**src/rtl/updown_counter_pkg.sv**
```systemverilog
// updown_counter_pkg: shared direction and reset-value constants for the up/down counter
package updown_counter_pkg;
  localparam logic DIR_DOWN = 1'b0;
  localparam logic DIR_UP = 1'b1;
  localparam logic [63:0] COUNT_RST = '0;
endpackage

```
**src/rtl/updown_counter_next.sv**
```systemverilog
// updown_counter_next: combinational next count (i_count, i_tm_reset, i_tm_direction -> o_next), clear beats direction, modulo 2^COUNT_WD
module updown_counter_next
  import updown_counter_pkg::*;
#(
  parameter int COUNT_WD = 16
) (
  input  logic [COUNT_WD-1:0] i_count,
  input  logic                i_tm_reset,
  input  logic                i_tm_direction,
  output logic [COUNT_WD-1:0] o_next
);
  localparam logic [COUNT_WD-1:0] ONE = COUNT_WD'(1);
  always_comb begin
    o_next = i_tm_reset ? COUNT_RST[COUNT_WD-1:0] :
             (i_tm_direction == DIR_UP) ? i_count + ONE : i_count - ONE;
  end
endmodule

```
**src/rtl/updown_counter.sv**
```systemverilog
// updown_counter: free-running up/down counter; i_clk, async active-high i_rstb, i_tm_reset clear, i_tm_direction (1=up), registered o_count
module updown_counter
  import updown_counter_pkg::*;
#(
  parameter int COUNT_WD = 16
) (
  input  logic                i_clk,
  input  logic                i_rstb,
  input  logic                i_tm_reset,
  input  logic                i_tm_direction,
  output logic [COUNT_WD-1:0] o_count
);
  logic [COUNT_WD-1:0] count_q;
  logic [COUNT_WD-1:0] count_d;
  updown_counter_next #(.COUNT_WD(COUNT_WD)) u_next (
    .i_count        (count_q),
    .i_tm_reset     (i_tm_reset),
    .i_tm_direction (i_tm_direction),
    .o_next         (count_d)
  );
  always_ff @(posedge i_clk or posedge i_rstb) begin
    if (i_rstb) count_q <= COUNT_RST[COUNT_WD-1:0];
    else count_q <= count_d;
  end
  assign o_count = count_q;
endmodule

```
**config.mk**
```make
export PLATFORM = sky130hd
export DESIGN_NAME = updown_counter
export DESIGN_NICKNAME = d
export VERILOG_FILES = /design/src/rtl/updown_counter_pkg.sv /design/src/rtl/updown_counter_next.sv /design/src/rtl/updown_counter.sv
export SDC_FILE = /design/constraint.sdc
export NUM_CORES = 1
export LEC_CHECK = 0
export CAP_MARGIN = 40
export CORE_ASPECT_RATIO = 0.9
export CORE_UTILIZATION = 35
export CTS_CLUSTER_DIAMETER = 40
export DETAILED_ROUTE_END_ITERATION = 8
export GPL_ROUTABILITY_DRIVEN = 0
export PLACE_DENSITY = 0.62
export SYNTH_ARGS = -nofsm -noshare
export SYNTH_HDL_FRONTEND = slang
export SYNTH_SLANG_ARGS = --single-unit
```
**constraint.sdc**
```tcl
create_clock -name i_clk -period 7.1 [get_ports i_clk]
set_input_delay 1.42 -clock i_clk [delete_from_list [all_inputs] [get_ports i_clk]]
set_output_delay 1.42 -clock i_clk [all_outputs]
set_load 0.02 [all_outputs]
```
==> impl_metrics.py, run 1 <==
metrics = {
    "die": {
        "fp.coreArea_um2": 3453,
        "floorplan.die.height_um": 59.57,
        "core.rowCount": 20,
        "die_area_um2": 3929,
        "chipWidth_um": 65.96,
        "ios": 20,
        "initial_utilization": 0.3732,
    },
    "run_status": {
        "outcome": "finished, final reports clean",
    },
    "cells_and_area": {
        "multi_input_area_um2": 858.3,
        "design.final.nets": 179,
        "post_route_cells_drive_above_1_share": 0.08228,
        "final_core_utilization": 0.4562,
        "combined_flip_flop_and_latch_cell_area_um2": 400.4,
        "nFillCells": 345,
        "largest_reg_flops": 16,
        "final_common_cell": "sky130_fd_sc_hd__clkdlybuf4s50_1",
        "final_cell_count_no_fill": 202,
        "final_area_um2": 1575,
        "antenna_cells_inserted": 0,
        "synthToLayoutAreaGrowth_pct": 22.23,
        "top_library_cells_by_usage_in_the_layout_fill_and_taps_aside": "19 x sky130_fd_sc_hd__clkdlybuf4s50_1, 16 x sky130_fd_sc_hd__dfrtp_1, 15 x sky130_fd_sc_hd__nor2_1",
    },
    "synthesis": {
        "synthesized_nets": 158,
        "avgSynthCellArea_um2": 9.271,
        "postSynth.topFlopCell": "sky130_fd_sc_hd__dfrtp_1",
        "synth_warnings": 0,
        "async_flop_share": 1.000,
        "area_of_the_mapped_netlist_um2": 1289,
        "seq_area_frac_synth": 0.3107,
        "synth_enable_flop_cells": 0,
        "post_synth_top_area_cell": "sky130_fd_sc_hd__dfrtp_1",
        "share_of_the_synthesized_area_in_the_top_cell_type": 0.3107,
        "synthDistinctLibCells": 43,
        "post_synth_inst_count": 139,
        "synth.top_cells.by_area": "sky130_fd_sc_hd__dfrtp_1 31%, sky130_fd_sc_hd__ha_1 14%, sky130_fd_sc_hd__nor2_1 4.4%, sky130_fd_sc_hd__a21oi_1 4.3%, sky130_fd_sc_hd__a21o_1 4.1%",
        "synth_seq_cells": 16,
    },
    "drt": {
        "route.final.wire_length_um": 2927,
        "initialDrtViolationCount": 45,
        "avgViaCountPerCell": 5.629,
        "wire_per_inst_um": 14.49,
        "drt_first_pass_iters": 4,
        "drt_drc_violations_left": 0,
        "dr_total_vias": 1137,
        "final_antenna_net_count": 0,
    },
    "sta": {
        "finClkSkew_ns": 0.001766,
        "fin_setup_tns_ns": 0,
        "timing.final.hold_violations": 0,
        "final.hold.worst_slack_ns": 0.5070,
        "timing.final.ws_setup_ns": 3.074,
        "layout_worst_path_cycle_share": 0.5670,
        "final_period_minus_worst_setup_slack_ns": 4.026,
        "grt_setup_unrepaired": "no",
        "slew_headroom": 0.5669,
        "final_max_slew_viol_count": 0,
        "finalSetupViolCount": 0,
        "actual_transition_at_the_worst_max_transition_pin_ns": 0.6489,
        "max_freq_ghz": 0.2484,
    },
    "grt": {
        "grt_pass1_wl_um": 4864,
        "grt.met1_usage": 0.2107,
        "grt-ovfl-total": 0,
        "grt_use_met3": 0.04231,
        "globalRoute.busiestLayer": "met2",
        "pin_count_of_the_biggest_net_entering_global_routing": 28,
        "number_of_antenna_violations_at_the_first_check_in_global_routing": 0,
        "grt_pass1_vias": 1092,
        "use_met2": 0.2638,
        "grt_usage": 0.1615,
    },
    "power": {
        "leakagePower_nw": 0.7312,
        "p_total_mw": 0.6736,
        "net-switching-power_mw": 0.2982,
        "vdd.ir_drop.worst_v": 0.0002178,
        "power_density_nw_per_um2": 427.6,
        "share_seq_of_total_power": 0.221,
        "comb_power_share": 0.675,
        "switching_share": 0.4428,
        "power.internal_mw": 0.3753,
        "power_frac_clock": 0.104,
    },
    "min_path": {
        "min_path_cells": 1,
        "timing.hold.worst.start": "o_count[0]",
        "whs_endpoint": "o_count[0]",
        "holdCritPathClass": "flip-flop to flip-flop",
    },
    "clock_network": {
        "h-tree-depth": 1,
        "clock_root_buffer_master": "sky130_fd_sc_hd__clkbuf_8",
        "cts_buffers": 3,
        "post-cts-setup-buffers": 0,
        "cts_num_sinks": 16,
        "cts_hold_buf": 0,
        "path_clk_slew_ns": 0.06,
        "cts_buffer_depth": 2,
        "tritoncts": "done",
        "post_cts_resized": 0,
        "worst_skew_pair.late_latency_ns": 0.25,
    },
    "setup_path": {
        "regToRegSetupSlack_ns": 4.71,
        "crit_path_max_fanout": 15,
        "crit_path_end_kind": "flip-flop",
        "critPathLaunchType": "input pin",
        "worstPathRequired_ns": 7.24,
        "crit_type": "input pin to flip-flop",
        "endpoint_of_the_lowest_slack_register_to_register_path": "o_count[12]",
        "arrival_ns": 4.16,
        "timing.reg2reg.worst_path_depth": 6,
        "worstReg2RegStart": "o_count[0]",
    },
    "place": {
        "placed_area_um2": 1534,
        "io_buffers": 19,
        "place_worst_setup_slack_ns": 2.811,
        "cells_after_dpl": 199,
        "dp_hpwl_um": 2187,
    },
    "flow_run": {
        "drv.max_cap_violation_count": 0,
    },
}
[area by class of cell]
class	count	share of cell area
Sequential cell	16	0.2542
Inverter	4	0.009531
Clock buffer	3	0.02621
Tap cell	44	0.03495
Multi-Input combinational cell	115	0.5449
Timing Repair Buffer	20	0.1303
[cell usage after synthesis (all sizes together) (2+ instances only)]
cell,n
a211o,3
xor2,2
dfrtp,16
nand3,3
a211oi,3
a31oi,2
and2,2
a21o,9
nor3b,2
mux2,3
o21a,3
o21ai,4
ha,14
nand2,5
nor2,15
clkbuf,3
inv,4
nor2b,3
a21oi,11
a221oi,2
nor3,5
nor4b,3
nand2b,2
xnor2,4
[how the worst max path moves through the flow]
stage | startpoint | endpoint | slack [ns] | cells after the start
floorplan | i_tm_direction | o_count[12] | 3.59 | 7
global route | i_tm_direction | o_count[12] | 2.95 | 8
detailed placement | i_tm_direction | o_count[12] | 2.81 | 8
finish | i_tm_direction | o_count[12] | 3.07 | 8
global placement | i_tm_direction | o_count[12] | 2.90 | 8
CTS | i_tm_direction | o_count[12] | 3.07 | 8
[metal layers]
| layer | share of wire | vias up | wire length, µm |
|---|---|---|---|
| met4 | 0.0099 | 0 | 29 |
| met1 | 0.50 | 542 | 1451 |
| met2 | 0.45 | 23 | 1315 |
| met3 | 0.045 | 6 | 131 |
| li1 | - | 566 | - |
| met5 | 0 | - | 0 |
[power by group through the flow]
stage / sequential [mW] / clock, mW / combinational (mW)
6_report: 0.149 / 0.0699 / 0.455
2_1_floorplan: 0.195 / 0 / 0.272
3_3_place_gp: 0.152 / 0 / 0.440
5_1_grt: 0.153 / 0.0758 / 0.498
3_5_place_dp: 0.152 / 0 / 0.451
4_1_cts: 0.150 / 0.0739 / 0.454
[critical path, stage by stage]
cell and delay [ns]:
sky130_fd_sc_hd__clkdlybuf4s50_1 0.50, sky130_fd_sc_hd__inv_1 0.28, sky130_fd_sc_hd__fa_1 0.54, sky130_fd_sc_hd__a21o_2 0.25, sky130_fd_sc_hd__a221oi_2 0.36, sky130_fd_sc_hd__o21bai_2 0.15, sky130_fd_sc_hd__a221o_1 0.38, sky130_fd_sc_hd__mux2_4 0.30
[cells by family (layout without fill, tap and decap cells)]
kind of cell / Yosys count / after routing / share of synthesized area
AND/OR/NAND/NOR: 45 / 45 / 0.1845
XOR/XNOR: 6 / 6 / 0.04078
buffers and inverters: 8 / 27 / 0.02329
multiplexers: 4 / 4 / 0.03689
adder cells (fa/ha/maj): 15 / 15 / 0.1515
flip-flops: 16 / 16 / 0.3107
AO/OA/AOI/OAI: 45 / 45 / 0.2524
Power figures use the tool's default switching activity.
==> inputs of run 2 (changes only) <==
Clock period 7.1 ns to 3.88 ns, I/O delays scaled along.
==> impl_metrics.py, run 2 (synthesized netlist as in run 1, its figures left out) <==
metrics = {
    "run_status": {
        "outcome": "finished, final reports clean",
    },
    "cells_and_area": {
        "design.final.nets": 180,
        "final_core_utilization": 0.4562,
        "combined_flip_flop_and_latch_cell_area_um2": 400.4,
        "nFillCells": 348,
        "antenna_cells_inserted": 0,
        "multi_input_area_um2": 858.3,
        "top_library_cells_by_usage_in_the_layout_fill_and_taps_aside": "19 x sky130_fd_sc_hd__clkdlybuf4s50_1, 16 x sky130_fd_sc_hd__dfrtp_1, 15 x sky130_fd_sc_hd__nor2_1",
        "post_route_cells_drive_above_1_share": 0.08805,
        "largest_reg_flops": 16,
        "final_common_cell": "sky130_fd_sc_hd__clkdlybuf4s50_1",
        "synthToLayoutAreaGrowth_pct": 22.23,
    },
    "place": {
        "io_buffers": 19,
        "dp_hpwl_um": 2240,
        "place_worst_setup_slack_ns": 0.3815,
    },
    "grt": {
        "pin_count_of_the_biggest_net_entering_global_routing": 17,
        "grt_use_met3": 0.04038,
        "grt.met1_usage": 0.2120,
        "grt_pass1_wl_um": 4926,
        "globalRoute.busiestLayer": "met2",
        "grt_usage": 0.1633,
        "grt-ovfl-total": 0,
        "number_of_antenna_violations_at_the_first_check_in_global_routing": 0,
        "grt_pass1_vias": 1076,
        "use_met2": 0.2784,
    },
    "sta": {
        "max_freq_ghz": 0.3105,
        "grt_setup_unrepaired": "no",
        "final_max_slew_viol_count": 0,
        "final.hold.worst_slack_ns": 0.5297,
        "timing.final.hold_violations": 0,
        "layout_worst_path_cycle_share": 0.8300,
        "finalSetupViolCount": 0,
        "actual_transition_at_the_worst_max_transition_pin_ns": 0.6763,
        "fin_setup_tns_ns": 0,
        "finClkSkew_ns": 0.003497,
        "slew_headroom": 0.5487,
        "timing.final.ws_setup_ns": 0.6598,
        "final_period_minus_worst_setup_slack_ns": 3.220,
    },
    "clock_network": {
        "post-cts-setup-buffers": 0,
        "post_cts_resized": 0,
        "path_clk_slew_ns": 0.07,
        "worst_skew_pair.late_latency_ns": 0.25,
        "tritoncts": "done",
        "cts_buffers": 3,
        "cts_num_sinks": 16,
        "cts_hold_buf": 0,
        "cts_buffer_depth": 2,
        "h-tree-depth": 1,
        "clock_root_buffer_master": "sky130_fd_sc_hd__clkbuf_8",
    },
    "setup_path": {
        "cp_slowest_cell": "sky130_fd_sc_hd__fa_1",
        "crit_path_end_kind": "flip-flop",
        "endpoint_of_the_lowest_slack_register_to_register_path": "o_count[12]",
        "worstReg2RegStart": "o_count[0]",
        "critPathLaunchType": "input pin",
        "worstPathRequired_ns": 4.02,
        "arrival_ns": 3.36,
        "regToRegSetupSlack_ns": 1.50,
        "crit_type": "input pin to flip-flop",
        "crit_path_max_fanout": 10,
        "timing.reg2reg.worst_path_depth": 6,
        "cp_slowest_stage_delay_ns": 0.50,
        "critical_path_cell_list": "clkdlybuf4s50_1, inv_1, fa_1, a21o_2, a221oi_2, o21bai_2, a221o_1, mux2_4",
    },
    "drt": {
        "drt_drc_violations_left": 0,
        "route.final.wire_length_um": 2854,
        "wire_per_inst_um": 14.06,
        "drt_first_pass_iters": 4,
        "final_antenna_net_count": 0,
        "dr_total_vias": 1149,
        "initialDrtViolationCount": 56,
        "avgViaCountPerCell": 5.660,
    },
    "min_path": {
        "whs_endpoint": "o_count[0]",
        "timing.hold.worst.start": "o_count[0]",
        "holdCritPathClass": "flip-flop to flip-flop",
        "min_path_cells": 1,
    },
    "die": {
        "chipWidth_um": 65.96,
        "die_area_um2": 3929,
        "fp.coreArea_um2": 3453,
        "floorplan.die.height_um": 59.57,
        "initial_utilization": 0.3732,
        "core.rowCount": 20,
        "ios": 20,
    },
    "flow_run": {
        "drv.max_cap_violation_count": 0,
    },
    "power": {
        "vdd.ir_drop.worst_v": 0.0003753,
        "leakagePower_nw": 0.7334,
        "power_density_nw_per_um2": 781.8,
        "p_total_mw": 1.231,
    },
}
==> run 2: cell count changes in the layout (fill, tap and decap cells not counted) <==
cell                    change
sky130_fd_sc_hd__buf_8      -1
sky130_fd_sc_hd__buf_4      +2
==> run 2: layout make-up <==
cell class / instances / area share
multi-input combinational: 115 / 0.5449
sequential: 16 / 0.2542
timing repair buffer: 21 / 0.1303
tap: 44 / 0.03495
clock buffer: 3 / 0.02621
inverter: 4 / 0.009531
==> run 2: worst max path at each step <==
stage	slack, ns	from	end
2_1_floorplan	1.01	i_tm_direction	o_count[12]
3_3_place_gp	0.45	i_tm_direction	o_count[12]
3_5_place_dp	0.38	i_tm_direction	o_count[12]
4_1_cts	0.64	i_tm_direction	o_count[12]
5_1_grt	0.57	i_tm_direction	o_count[12]
6_report	0.66	i_tm_direction	o_count[12]
==> run 2: metal layers <==
layer,wire length [µm],up-vias
li1,-,572
met1,1386,553
met2,1331,19
met3,116,5
met4,19,0
met5,0,-
==> run 2: worst max-delay path, delay by kind of cell <==
kind / cells / cell delay, ns
compound gates: 4 / 1.10
fa+ha+maj: 1 / 0.50
mux: 1 / 0.30
buf+inv: 2 / 0.68
==> run 2: per-stage QoR <==
| stage | std cells | cell area [µm²] |
|---|---|---|
| after floorplan | 139 | 1289 |
| after global placement | 200 | 1534 |
| after detailed placement | 200 | 1534 |
| after CTS | 203 | 1575 |
| after global routing | 203 | 1575 |
| final | 203 | 1575 |
==> run 2: power by group <==
part | switching, mW | total, mW | internal, mW
clock | 0.0599 | 0.129 | 0.0690
combinational | 0.445 | 0.828 | 0.383
sequential | 0.0401 | 0.275 | 0.235
total | 0.545 | 1.23 | 0.686
